File: src/rtl/sensor_frame_sched.sv
// rtl/sensor_frame_sched.sv - telemetry frame scheduler for the sensor register bank
// Walks FIRST_ADDR..LAST_ADDR and emits sync, seq, payload, checksum as a byte stream.
module sensor_frame_sched #(
  parameter logic [7:0]  FIRST_ADDR = 8'd1,
  parameter logic [7:0]  LAST_ADDR  = 8'd34,
  parameter int unsigned PERIOD     = 1000000,
  parameter logic [7:0]  SYNC       = 8'hA5
) (
  input  logic       clk,
  input  logic       rst,
  input  logic       enable,
  input  logic       start,
  output logic [7:0] reg_addr,
  input  logic [7:0] reg_data,
  output logic [7:0] tx_data,
  output logic       tx_valid,
  input  logic       tx_ready,
  output logic       busy,
  output logic       frame_done,
  output logic [7:0] seq,
  output logic       overrun,
  input  logic       clr_overrun
);

  localparam int CW = (PERIOD > 2) ? $clog2(PERIOD) : 1;

  typedef enum logic [2:0] {
    S_IDLE,
    S_SYNC,
    S_SEQ,
    S_FETCH,
    S_PAYLOAD,
    S_CSUM
  } state_t;

  state_t        state;
  logic [CW-1:0] cnt;
  logic [7:0]    acc;
  logic          tick;
  logic          trig;
  logic          hs;

  assign tick = enable && (cnt == CW'(PERIOD - 1));
  assign trig = tick | start;
  assign hs   = tx_valid & tx_ready;

  always_ff @(posedge clk) begin
    if (!rst) begin
      state      <= S_IDLE;
      cnt        <= '0;
      acc        <= 8'd0;
      reg_addr   <= 8'd0;
      tx_data    <= 8'd0;
      tx_valid   <= 1'b0;
      busy       <= 1'b0;
      frame_done <= 1'b0;
      seq        <= 8'd0;
      overrun    <= 1'b0;
    end else begin
      frame_done <= 1'b0;

      if (!enable || tick) begin
        cnt <= '0;
      end else begin
        cnt <= cnt + CW'(1);
      end

      // A trigger that lands while a frame is in flight is dropped, only flagged.
      if (trig && state != S_IDLE) begin
        overrun <= 1'b1;
      end else if (clr_overrun) begin
        overrun <= 1'b0;
      end

      case (state)
        S_IDLE: begin
          if (trig) begin
            state    <= S_SYNC;
            tx_data  <= SYNC;
            tx_valid <= 1'b1;
            busy     <= 1'b1;
          end
        end
        S_SYNC: begin
          if (hs) begin
            state   <= S_SEQ;
            tx_data <= seq;
            acc     <= seq;
          end
        end
        S_SEQ: begin
          if (hs) begin
            state    <= S_FETCH;
            tx_valid <= 1'b0;
            reg_addr <= FIRST_ADDR;
          end
        end
        S_FETCH: begin
          // Bank read is combinational on reg_addr, so the byte is ready now.
          state    <= S_PAYLOAD;
          tx_data  <= reg_data;
          acc      <= acc + reg_data;
          tx_valid <= 1'b1;
        end
        S_PAYLOAD: begin
          if (hs) begin
            if (reg_addr == LAST_ADDR) begin
              state   <= S_CSUM;
              tx_data <= acc;
            end else begin
              state    <= S_FETCH;
              reg_addr <= reg_addr + 8'd1;
              tx_valid <= 1'b0;
            end
          end
        end
        S_CSUM: begin
          if (hs) begin
            state      <= S_IDLE;
            tx_valid   <= 1'b0;
            busy       <= 1'b0;
            reg_addr   <= 8'd0;
            seq        <= seq + 8'd1;
            frame_done <= 1'b1;
          end
        end
        default: state <= S_IDLE;
      endcase
    end
  end

endmodule

File: config.mk
export PLATFORM = sky130hd
export DESIGN_NAME = sensor_frame_sched
export DESIGN_NICKNAME = d
export VERILOG_FILES = /design/src/rtl/sensor_frame_sched.sv
export SDC_FILE = /design/constraint.sdc
export NUM_CORES = 1
export LEC_CHECK = 0
export ABC_CLOCK_PERIOD_IN_PS = 2300
export BUFFER_PORTS_ARGS = -buffer_cell sky130_fd_sc_hd__buf_2
export CELL_PAD_IN_SITES_DETAIL_PLACEMENT = 0
export CELL_PAD_IN_SITES_GLOBAL_PLACEMENT = 2
export CORE_ASPECT_RATIO = 1.25
export CORE_MARGIN = 4
export CORE_UTILIZATION = 25
export CTS_BUF_LIST = sky130_fd_sc_hd__clkbuf_16
export DETAILED_ROUTE_END_ITERATION = 10
export GPL_TIMING_DRIVEN = 0
export PLACE_DENSITY = 0.66
export SYNTH_ARGS = -nofsm -noshare
export SYNTH_HDL_FRONTEND = slang
export SYNTH_SLANG_ARGS = --single-unit
File: constraint.sdc
create_clock -name clk -period 2.3 [get_ports clk]
set_clock_uncertainty 0.05 [all_clocks]
set_input_delay 0.46 -clock clk [delete_from_list [all_inputs] [get_ports clk]]
set_output_delay 0.46 -clock clk [all_outputs]
set_load 0.01 [all_outputs]
==> results_dict.tcl <==
set metrics [dict create \
    cts_setup_buffers 0 \
    max_freq_mhz 490 \
    core_area_sq_um 12700 \
    path_clk_slew_ps 60 \
    io_pins 42 \
    nNetsFinal 460 \
    tightest_slew_ps 649 \
    grt_max_degree 11 \
    synthSimpleGateAreaFrac_pct 28.8 \
    async_reset_ff_share_pct 0 \
    synth_ff_type "dfxtp_1" \
    cts_tree "built" \
    place_congestion 0.790 \
    cts_buffers 9 \
    yosys.area_share.adder_pct 4.90 \
    ys_types 51 \
    first_pass_iters 4 \
    wl_per_cell_um 15.5 \
    yosys_warnings 0 \
    start_util_pct 25.4 \
    total_power_mw 2.48 \
    post-route-drc-count 0 \
    grt_antenna_before_repair 0 \
    clock-sinks 59 \
    hold_viol_final 0 \
    slew_viol_final 0 \
    dieHeight_um 135 \
    final_common_cell "dfxtp_1" \
    timing.critical_path.required_ps 2510 \
    power_leakage_nw 1.55 \
    final_layout_size_suffix_gt1_share_pct 16.4 \
    rows 46 \
    holdBufCountCts 0 \
    synthMuxAreaShare_pct 6.46 \
    path_max_fanout 3 \
    synthesis.nets 409 \
    grtUsageTotal_pct 13.4 \
    synth-seq-cells 59 \
    worst_setup_path_end_kind "flip-flop" \
    areaGrowthSynthToFinish_pct 21.1 \
    hold_class "in -> reg" \
    synth_area_sq_um 3220 \
    drt_iter0_drc 117 \
    synth_top_family_by_area "simple AND/OR/NAND/NOR gates" \
    crit_arrival_ps 2260 \
    grt_pass1_wl_mm 15.2 \
    crit_type "reg -> reg" \
    p_per_area_nw_per_um2 638 \
    hold_slack_ps 354 \
    antennaDiodeCount 0 \
    setup_violations 0 \
    vias_per_cell 4.69 \
    drt-total-wl_mm 9.42 \
    postRouteAntennaNets 0 \
    fin_crit_sh_pct 88.8 \
    outcome "completed" \
    netlist_instances 383 \
    ir_drop_uv 315 \
    synth_edf_count 0 \
    synth_compound_area_share_pct 10.3 \
    final_cell_mix "dfxtp_1 (59), nand2_1 (48), buf_2 (44)" \
    rsz0062_at_grt "false" \
    finalCriticalPeriod_ps 2040 \
    hold_path_depth 3 \
    die_w_um 109 \
    vias 2847 \
    dpl.hpwl_mm 7.10 \
    post_cts_resized 1 \
    synth-xor-area-share_pct 9.26 \
    critPathLaunchType "flip-flop" \
    grt_overflow 0 \
    grt_pass1_vias 2857 \
    cts_root_buffer "clkbuf_16" \
    port_buffers 40 \
    max_slew_margin_pct 56.7 \
    drv_cap 0 \
    clk_latency_ps 320 \
    yosysSeqAreaShare_pct 36.7 \
    reg2reg_depth 8 \
    h-tree-depth 3 \
    fin_tns_setup_ps 0 \
    synth_area_per_cell_sq_um 8.40 \
    fill_cells 1407 \
    dieArea_sq_um 14800 \
    cts_buffer_depth 2 \
]
-- report_power, final --
group / switching [mW] / total, mW / leakage (nW) / internal [mW]
Sequential: 0.0196 / 1.07 / 0.478 / 1.05
Combinational: 0.140 / 0.230 / 0.939 / 0.0899
Clock: 0.471 / 1.18 / 0.138 / 0.714
-- state kept, by name, indices dropped and copies added, names as in the netlist, 3 cells and up --
name      flops
state         3
seq           8
cnt          20
tx_data       8
reg_addr      8
acc           8
-- area by class of cell --
type / count / area, sq um / share of cell area [%]
inverter: 11 / 41.3 / 1.06
clock inverter: 7 / 36.3 / 0.932
multi-input combinational: 297 / 1930 / 49.5
clock buffer: 9 / 225 / 5.79
tap: 168 / 210 / 5.40
buffer: 16 / 72.6 / 1.86
sequential: 59 / 1180 / 30.3
timing repair buffer: 40 / 200 / 5.14
-- per-layer routing --
layer | routed length (um) | up-vias | share of wire [%] | track usage [%]
li1 | - | 1455 | - | -
met4 | 146 | 0 | 1.5 | 4.71
met2 | 4720 | 53 | 50 | 23.5
met1 | 4080 | 1328 | 43 | 16.0
met3 | 473 | 11 | 5.0 | 3.01
met5 | 0 | - | 0 | 0
-- metrics by stage --
step	util [%]	instances	instance area (sq um)	worst slack, ps
global route	30.7	607	3890	102
global placement	28.6	591	3630	-73.7
CTS	30.7	607	3890	235
floorplan	-	383	3220	348
finish	30.7	607	3890	258
detailed placement	28.6	591	3630	-23.8
-- path summary, 6_finish.rpt --
check / slack [ps] / startpoint / to
worst min-delay path: 350 / clr_overrun / overrun
worst max register to register: 260 / acc[0] / acc[6]
worst max-delay path: 260 / acc[0] / acc[6]
worst min register to register: 410 / tx_data[6] / tx_data[6]
-- cell families (layout without fill, tap and decap cells) --
family,after synthesis,after routing
multiplexers,20,20
buffers and inverters,27,83
AO/OA/AOI/OAI,49,49
adder cells (fa/ha/maj),12,12
flip-flops,59,59
AND/OR/NAND/NOR,182,182
XOR/XNOR,34,34
-- cells in the mapped netlist, types with 2 or more instances --
| cell | count | area share [%] |
|---|---|---|
| nand4b_1 | 3 | 0.82 |
| o31ai_1 | 2 | 0.47 |
| xnor2_1 | 20 | 5.4 |
| nor3b_1 | 3 | 0.70 |
| inv_1 | 10 | 1.2 |
| o21ai_0 | 13 | 2.0 |
| a211oi_1 | 3 | 0.70 |
| o221ai_1 | 4 | 1.1 |
| xor2_1 | 14 | 3.8 |
| a21oi_1 | 10 | 1.6 |
| o22ai_1 | 2 | 0.39 |
| o21a_1 | 3 | 0.70 |
| mux2i_1 | 14 | 4.4 |
| ha_1 | 11 | 4.3 |
| clkbuf_1 | 10 | 1.2 |
| nor2_1 | 43 | 5.0 |
| nand2b_1 | 2 | 0.39 |
| nand4_1 | 7 | 1.4 |
| mux2_2 | 6 | 2.1 |
| or3_1 | 2 | 0.39 |
| nor2b_1 | 7 | 1.4 |
| buf_4 | 2 | 0.47 |
| and4b_1 | 2 | 0.62 |
| nor3_1 | 16 | 2.5 |
| and4_1 | 3 | 0.82 |
| nand3_1 | 18 | 2.8 |
| dfxtp_1 | 59 | 37 |
| nor4_1 | 5 | 0.97 |
| and3_1 | 12 | 2.3 |
| a21o_1 | 3 | 0.70 |
| and2_1 | 4 | 0.78 |
| buf_2 | 4 | 0.62 |
| nand2_1 | 48 | 5.6 |
-- critical path, stage by stage (launching register included) --
cell and delay [ps]:
dfxtp_1 360, ha_1 190, inv_1 60, fa_1 410
nor2b_1 130, o21ai_0 120, a21o_1 220, a2111o_1 360
nand4_1 80
No activity file was read; power rests on OpenSTA's default activity.
